--- config.mk ---
export PLATFORM = sky130hd
export DESIGN_NAME = user_input_conditioner
export DESIGN_NICKNAME = d
export VERILOG_FILES = /design/src/rtl/user_input_conditioner.sv
export SDC_FILE = /design/constraint.sdc
export NUM_CORES = 1
export LEC_CHECK = 0
export CAP_MARGIN = 20
export CORE_MARGIN = 4
export CORE_UTILIZATION = 40
export CTS_BUF_LIST = sky130_fd_sc_hd__clkbuf_2 sky130_fd_sc_hd__clkbuf_4 sky130_fd_sc_hd__clkbuf_8
export DETAILED_ROUTE_END_ITERATION = 10
export PLACE_DENSITY = 0.67
export SLEW_MARGIN = 25
export SYNTH_ARGS = -nofsm -noshare
export SYNTH_HDL_FRONTEND = slang
export SYNTH_SLANG_ARGS = --single-unit
--- constraint.sdc ---
create_clock -name clk -period 3.9 [get_ports clk]
set_input_delay 0.78 -clock clk [delete_from_list [all_inputs] [get_ports clk]]
set_output_delay 0.78 -clock clk [all_outputs]
set_load 0.005 [all_outputs]
--- src/rtl/user_input_conditioner.sv ---
`default_nettype none
// ============================================================================
//  Module      : user_input_conditioner
//  Description : Button front end for the control FSM. Each raw button line
//                is synchronized with two flops and debounced with a per-bit
//                counter. A debounced rising edge becomes a one-cycle press
//                pulse, gated by enable. A saturating 8-bit counter tallies
//                the accepted press events.
//  Revision    : 1.0  initial release
// ============================================================================
module user_input_conditioner #(
  parameter int WIDTH           = 3,
  parameter int DEBOUNCE_CYCLES = 16,
  parameter int CNT_W           = 5
) (
  input  logic             clk,
  input  logic             rst_n,
  input  logic [WIDTH-1:0] btn_raw,
  input  logic             enable,
  output logic [WIDTH-1:0] btn_level,
  output logic [WIDTH-1:0] press_pulse,
  output logic             event_valid,
  output logic [7:0]       press_count
);

  // The level flips on the edge at which a disagreeing input has already
  // been counted DEBOUNCE_CYCLES-1 times.
  localparam logic [CNT_W-1:0] c_cnt_last  = CNT_W'(DEBOUNCE_CYCLES - 1);
  localparam logic [CNT_W-1:0] c_cnt_one   = CNT_W'(1);
  localparam logic [7:0]       c_count_max = 8'hFF;
  localparam logic [7:0]       c_count_one = 8'h01;

  logic [WIDTH-1:0]            r_sync1;
  logic [WIDTH-1:0]            r_sync2;
  logic [WIDTH-1:0][CNT_W-1:0] r_cnt;
  logic [WIDTH-1:0]            r_level;
  logic [WIDTH-1:0]            r_level_d;
  logic [WIDTH-1:0]            r_pulse;
  logic                        r_event;
  logic [7:0]                  r_count;
  logic [WIDTH-1:0]            w_rise;

  // Two-flop synchronizer; only r_sync2 is used downstream.
  always_ff @(posedge clk) begin
    if (!rst_n) begin
      r_sync1 <= '0;
      r_sync2 <= '0;
    end else begin
      r_sync1 <= btn_raw;
      r_sync2 <= r_sync1;
    end
  end

  // Per-bit debounce: count consecutive disagreeing cycles; any agreement
  // restarts the count, so short glitches never reach the level.
  always_ff @(posedge clk) begin
    if (!rst_n) begin
      r_cnt   <= '0;
      r_level <= '0;
    end else begin
      for (int i = 0; i < WIDTH; i++) begin
        if (r_sync2[i] == r_level[i]) begin
          r_cnt[i] <= '0;
        end else if (r_cnt[i] == c_cnt_last) begin
          r_level[i] <= r_sync2[i];
          r_cnt[i]   <= '0;
        end else begin
          r_cnt[i] <= r_cnt[i] + c_cnt_one;
        end
      end
    end
  end

  assign w_rise = r_level & ~r_level_d;

  // Rising-edge detect on the debounced level; enable is sampled on the same
  // edge, so a press seen while disabled is dropped rather than deferred.
  always_ff @(posedge clk) begin
    if (!rst_n) begin
      r_level_d <= '0;
      r_pulse   <= '0;
      r_event   <= 1'b0;
    end else begin
      r_level_d <= r_level;
      r_pulse   <= enable ? w_rise : '0;
      r_event   <= enable & (|w_rise);
    end
  end

  // Saturating tally of cycles with a registered event; lags event_valid by one.
  always_ff @(posedge clk) begin
    if (!rst_n) begin
      r_count <= '0;
    end else if (r_event && (r_count != c_count_max)) begin
      r_count <= r_count + c_count_one;
    end
  end

  assign btn_level   = r_level;
  assign press_pulse = r_pulse;
  assign event_valid = r_event;
  assign press_count = r_count;

endmodule
`default_nettype wire
# Word level (Yosys, flattened, before mapping)

Index checks and enable logic that the tools add are counted.

Word-level logic and storage cells: 39
Register bits after elaboration: 39

Bitwise logic cells: 7
Reductions and logical operators: 9
Add/subtract/negate cells: 4
Equality and inequality tests: 7

Operators with widths:

| cell                                                            | number |
|---|---|
| 5-bit by 1-bit adder with 5-bit output, second input constant   | 3 |
| 5-bit by 4-bit == test with 1-bit output, second input constant | 3 |
| 3-bit OR reduction                                              | 4 |
| 8-bit by 1-bit adder with 8-bit output, second input constant   | 1 |
| 8-bit inequality test, second input constant                    | 1 |
| 2-bit AND reduction                                             | 4 |
| 1-bit NOT                                                       | 4 |
| 3-bit bitwise AND                                               | 1 |
| 1-bit == test                                                   | 3 |
| 3-bit NOT                                                       | 1 |
| 1-bit bitwise AND                                               | 1 |
| 1-bit logical AND                                               | 1 |

# Logic depth before layout (Yosys ltp)

Gate-level depths: netlist of run 1.

Depth in word-level cells: 4
Depth in mapped cells: 5

# Worst setup path after synthesis of run 1

No wires, ideal clock.

Path type: in2reg
Start: in rst_n
End: reg r_count[3], in the netlist press_count[3]
Setup slack: 2.521 ns
Stages: 4
Arrival: 1.305 ns
Library setup time: 0.074 ns
Data required time: 3.826 ns
Path through: clkbuf_2 > buf_2 > o21ai_0 > a31oi_1

RTL lines:

| what                 | RTL line | source |
|---|---|---|
| start, declared      | 17       | `input logic rst_n,` |
| end signal, assigned | 95       | `r_count <= r_count + c_count_one;` |
| end, declared        | 40       | `logic [7:0] r_count;` |

# Worst setup path after layout of run 1

Start: reg r_count[3], in the netlist press_count[3]
End: out press_count[3]

RTL lines:

| what          | RTL line | source |
|---|---|---|
| end, declared | 23       | `output logic [7:0] press_count` |

No word-level cell between the ends.

==> flow_summary.yaml, run 1 <==
run_status:
  status: "complete, no violations"
logic_synthesis:
  synth_top_flop_cell: "dfxtp_1"
  ys_types: 29
  async_reset_ff_share_pct: 0
  syn_area_mm2: 0.00146
  ys_seq_area_share_pct: 53.4
  yosys_warnings: 0
  synth_enable_flop_cells: 0
  synth_nets: 158
  synth-seq-cells: 39
  syn_area_per_cell_um2: 10.1
  synth_cells: 145
clock_network:
  cts_max_level: 2
  cts_made_buffers: 5
  cts_tree: "yes"
  cts_root_buf: "clkbuf_8"
  path_clk_slew_ns: 0.07
  clock_path_buffers: 2
  cts_resized: 0
  cts_setup_buffers: 0
  hold_buffers: 0
  worstSkewPairLatency_ns: 0.28
  clock_sinks: 39
grt:
  antenna_found_initial: 0
  grt_overflow: 0
  grt_pass1_vias: 961
  grt_max_degree: 28
  grt.total_usage_pct: 11.7
  grt_first_pass_wirelength_um: 4030
final_layout:
  syn2layout_area_growth_pct: 22.8
  num_antenna_cells: 0
  final_cell_count_no_fill: 216
  layout-drive-gt1-share_pct: 5.88
  layout_common_cells: "39 x dfxtp_1, 20 x clkdlybuf4s50_1, 18 x nor2_1, 11 x and2_1, 8 x inv_1"
  design_area_mm2: 0.00180
  final.fill_count: 315
  layout.nets: 182
  final_common_cell: "dfxtp_1"
die:
  die_area_mm2: 0.00469
  die_h_um: 68.5
  row_count: 21
  die_width_um: 68.5
  start_util_pct: 42.5
  io_pins: 21
  coreArea_mm2: 0.00344
timing:
  fin_crit_sh_pct: 53.3
  hold_violations: 0
  setup_viol: 0
  finalCriticalPeriod_ns: 2.08
  worstMarginPinSlew_ns: 0.764
  timing.fmax_mhz: 481
  final_max_slew_viol_count: 0
  setup_tns_ns: 0
  rsz0062_at_grt: "false"
  fin_ws_ns: 1.82
  clock_skew_ns: 0.00755
  relSlewSlack_pct: 48.9
worst_setup_path:
  critical_path.cell_chain: "clkdlybuf4s50_1"
  reg2reg_from: "r_cnt[10]$_SDFF_PP0_"
  cp-end-kind: "primary output"
  cp_max_fo: 9
  crit_slowest_cell: "clkdlybuf4s50_1"
  crit_arrival_ns: 1.30
  crit_family: "buffers and inverters"
  r2r-end: "r_cnt[13]$_SDFF_PP0_"
  slowest_delay_ns: 0.55
  crit_buf_inv: 1
  rrSetupSlack_ns: 2.47
  cp.required_ns: 3.12
  cp-start-kind: "register"
  ff2ff_path_depth: 5
  crit_type: "register to primary output"
min_path:
  hold-path-endpoint: "r_sync2[0]$_SDFF_PN0_"
  whs_path_depth: 1
  hp-class: "register to register"
  hp-start: "r_sync1[0]$_SDFF_PN0_"
routing:
  highest-signal-layer: "met4"
  wl_met2_um: 1030
  first_pass_iters: 4
  vias_per_cell: 4.75
  post_drt_wl_per_cell_um: 10.6
  wl_met1_um: 1090
  antenna_left: 0
  drc: 0
  wl_met3_um: 125
  wl_um: 2290
  vias: 1025
  drt_iter0_drc: 92
place:
  pre_cts_ws_ns: 1.54
  dpl.hpwl_um: 1680
  placed_cell_area_mm2: 0.00171
  io_buffers: 20
  place.gp.congestion: 0.716
  placedCellCount: 208
power:
  power.total_uw: 686
  p_per_area_mw_per_mm2: 382
  leakagePower_uw: 0.000708
  ir_drop_uv: 217
job:
  drv_cap: 0
## through the flow
| step | hold WS, ns | utilization, % |
|---|---|---|
| 6_report | 0.434 | 52.2 |
| 5_1_grt | 0.447 | 52.2 |
| 4_1_cts | 0.437 | 52.2 |
| 3_3_place_gp | 0.416 | 49.6 |
| 2_1_floorplan | 0.412 | - |
| 3_5_place_dp | 0.421 | 49.6 |
## synthesized netlist by cell type (4+ instances only)
library cell | count | area [um2]
xor2_1 | 6 | 52.6
nand2b_1 | 5 | 31.3
and2_1 | 11 | 68.8
nor2_1 | 18 | 67.6
nand3_1 | 5 | 25.0
dfxtp_1 | 39 | 781
nand2_1 | 6 | 22.5
mux2i_1 | 6 | 60.1
inv_1 | 8 | 30.0
a31oi_1 | 4 | 25.0
ha_1 | 7 | 87.6
## area by class of cell
class                      instances  area [um2]  share of cell area (%)
tap                               46        57.6                    3.21
multi-input combinational         95         638                    35.5
timing repair buffer              20         200                    11.1
clock inverter                     1        5.00                   0.279
sequential                        39         781                    43.5
clock buffer                       7        83.8                    4.67
inverter                           8        30.0                    1.67
## per-layer routing
metal | up-vias | global-route usage (%)
met2 | 24 | 18.8
met5 | - | 0
met3 | 5 | 4.43
met4 | 0 | 5.96
li1 | 533 | -
met1 | 463 | 13.3
## logic make-up after synthesis
group | count (synthesis) | synth area share (%)
DFF | 39 | 53.4
muxes | 6 | 4.11
xor gates and xnor gates | 9 | 5.39
and+or+nand+nor | 61 | 22.8
AOI/OAI and AO/OA | 12 | 5.39
buffers and inverters | 11 | 2.99
adders and majority gates | 7 | 5.99
## worst max-delay path by stage
stage	from	to	slack (ns)	cells after the start
floorplan	rst_n	press_count[3]$_SDFFE_PN0P_	2.52	4
CTS	press_count[3]$_SDFFE_PN0P_	press_count[3]	1.81	1
detailed placement	rst_n	r_cnt[1]$_SDFF_PP0_	1.54	3
global route	rst_n	r_cnt[12]$_SDFF_PP0_	1.62	3
finish	press_count[3]$_SDFFE_PN0P_	press_count[3]	1.82	1
global placement	rst_n	r_cnt[0]$_SDFF_PP0_	1.63	3
## sequential cells by signal (all words and copies together) (netlist names)
name,cells
btn_level,3
event_valid,1
press_count,8
press_pulse,3
r_cnt,15
r_level_d,3
r_sync1,3
r_sync2,3
## where the power goes
group          switching [uW]  leakage, uW  total [uW]  internal [uW]
clock network             128    0.0000491         268            139
registers                1.69     0.000316         404            402
logic                    7.11     0.000343        15.1           7.97
total                     137     0.000708         686            549
Note: power is estimated with default switching activity, not from simulation.
==> inputs of run 2 (changes only) <==
--- a/config.mk
+++ b/config.mk
@@ -10,7 +10,7 @@
 export CORE_UTILIZATION = 40
 export CTS_BUF_LIST = sky130_fd_sc_hd__clkbuf_2 sky130_fd_sc_hd__clkbuf_4 sky130_fd_sc_hd__clkbuf_8
 export DETAILED_ROUTE_END_ITERATION = 10
-export PLACE_DENSITY = 0.67
+export PLACE_DENSITY = 0.69
 export SLEW_MARGIN = 25
 export SYNTH_ARGS = -nofsm -noshare
 export SYNTH_HDL_FRONTEND = slang
==> constraint.sdc (replaced) <==
create_clock -name clk -period 1.8 [get_ports clk]
set_input_delay 0.36 -clock clk [delete_from_list [all_inputs] [get_ports clk]]
set_output_delay 0.36 -clock clk [all_outputs]
set_load 0.005 [all_outputs]
==> flow_summary.yaml, run 2 (synthesized netlist as in run 1, its figures left out) <==
run_status:
  status: "complete, no violations"
final_layout:
  final_common_cell: "dfxtp_1"
  largest_register_ffs: 15
  layout_common_cells: "39 x dfxtp_1, 20 x clkdlybuf4s50_1, 18 x nor2_1, 11 x and2_1, 8 x inv_1"
  syn2layout_area_growth_pct: 24.3
  num_antenna_cells: 0
  layout-drive-gt1-share_pct: 6.43
  largest-register: "r_cnt"
  fin_util_pct: 52.8
  layout.nets: 183
worst_setup_path:
  crit_buf_inv: 1
  crit_arrival_ns: 1.30
  slowest_delay_ns: 0.55
  crit_family: "buffers and inverters"
  crit_slowest_cell: "clkdlybuf4s50_1"
  crit_type: "register to primary output"
  cp.required_ns: 1.44
  critical_path.cell_chain: "clkdlybuf4s50_1"
  cp-start-kind: "register"
  ff2ff_path_depth: 5
  rrSetupSlack_ns: 0.41
  path_depth: 1
  cp-end-kind: "primary output"
  cp_max_fo: 9
grt:
  grt_overflow: 0
  grt_pass1_vias: 1016
  grt.total_usage_pct: 12.3
  grt_max_degree: 28
  grt_first_pass_wirelength_um: 4200
  antenna_found_initial: 0
timing:
  relSlewSlack_pct: 82.0
  worstMarginPinSlew_ns: 0.268
  fin_crit_sh_pct: 92.3
  rsz0062_at_grt: "false"
  finalCriticalPeriod_ns: 1.66
  fin_ws_ns: 0.139
  setup_viol: 0
  hold_violations: 0
  setup_tns_ns: 0
  clock_skew_ns: 0.00510
  final_max_slew_viol_count: 0
  timing.fmax_mhz: 602
power:
  p_seq_share_pct: 56.3
  combPwrFrac_pct: 2.2
  leakagePower_uw: 0.000718
  switchingPower_uw: 300
  p_clk_share_pct: 41.5
  power.total_uw: 1550
  p_per_area_mw_per_mm2: 854
  power.internal_uw: 1250
  p_sw_share_pct: 19.3
  ir_drop_uv: 498
routing:
  wl_um: 2400
  vias_per_cell: 4.87
  drc: 0
  drt_iter0_drc: 75
  first_pass_iters: 4
  vias: 1056
  antenna_left: 0
  post_drt_wl_per_cell_um: 11.0
place:
  io_buffers: 20
  pre_cts_ws_ns: 0.306
  dpl.hpwl_um: 1750
  place.gp.congestion: 0.728
clock_network:
  clock_sinks: 39
  cts_made_buffers: 5
  cts_root_buf: "clkbuf_8"
  clock_path_buffers: 2
  cts_tree: "yes"
  cts_resized: 0
  path_clk_slew_ns: 0.07
  cts_max_level: 2
  cts_setup_buffers: 0
  worstSkewPairLatency_ns: 0.29
  hold_buffers: 0
die:
  die_area_mm2: 0.00469
  coreArea_mm2: 0.00344
  die_width_um: 68.5
  die_h_um: 68.5
  row_count: 21
  start_util_pct: 42.5
  io_pins: 21
min_path:
  hp-class: "register to register"
  whs_path_depth: 1
job:
  drv_cap: 0
-- run 2: metrics by stage --
stage / hold WS [ns] / instance area, um2 / cells
2_1_floorplan: 0.412 / 1460 / 145
3_3_place_gp: 0.416 / 1710 / 209
3_5_place_dp: 0.418 / 1710 / 209
4_1_cts: 0.432 / 1820 / 217
5_1_grt: 0.442 / 1820 / 217
6_report: 0.427 / 1820 / 217
-- run 2: routing by layer --
layer  vias to the layer above  GRT usage (%)  routed length [um]
li1                        536              -                   -
met1                       485           14.1                1100
met2                        29           19.2                1110
met3                         6           3.61                 124
met4                         0           8.93                  66
met5                         -              0                   0
-- run 2: power by group through the flow --
stage / sequential, uW / combinational (uW) / clock, uW
floorplan: 894 / 20.0 / 0
global placement: 894 / 33.5 / 0
detailed placement: 894 / 34.5 / 0
CTS: 874 / 34.8 / 666
global route: 875 / 39.1 / 695
finish: 874 / 34.3 / 645
-- run 2: cell type report --
class / instances / area [um2]
fillers: 323 / 1620
flip-flops and latches: 39 / 781
multi-input cells: 95 / 638
repair buffers: 21 / 208
clock buffers: 8 / 104
well taps: 46 / 57.6
inverters: 8 / 30.0
-- run 2: worst paths after layout --
| path | from | endpoint |
|---|---|---|
| worst max-delay path | press_count[3]$_SDFFE_PN0P_ | press_count[3] |
| worst min-delay path | r_sync1[0]$_SDFF_PN0_ | r_sync2[0]$_SDFF_PN0_ |
| worst max register to register | r_cnt[0]$_SDFF_PP0_ | r_cnt[3]$_SDFF_PP0_ |
| worst min register to register | r_sync1[0]$_SDFF_PN0_ | r_sync2[0]$_SDFF_PN0_ |
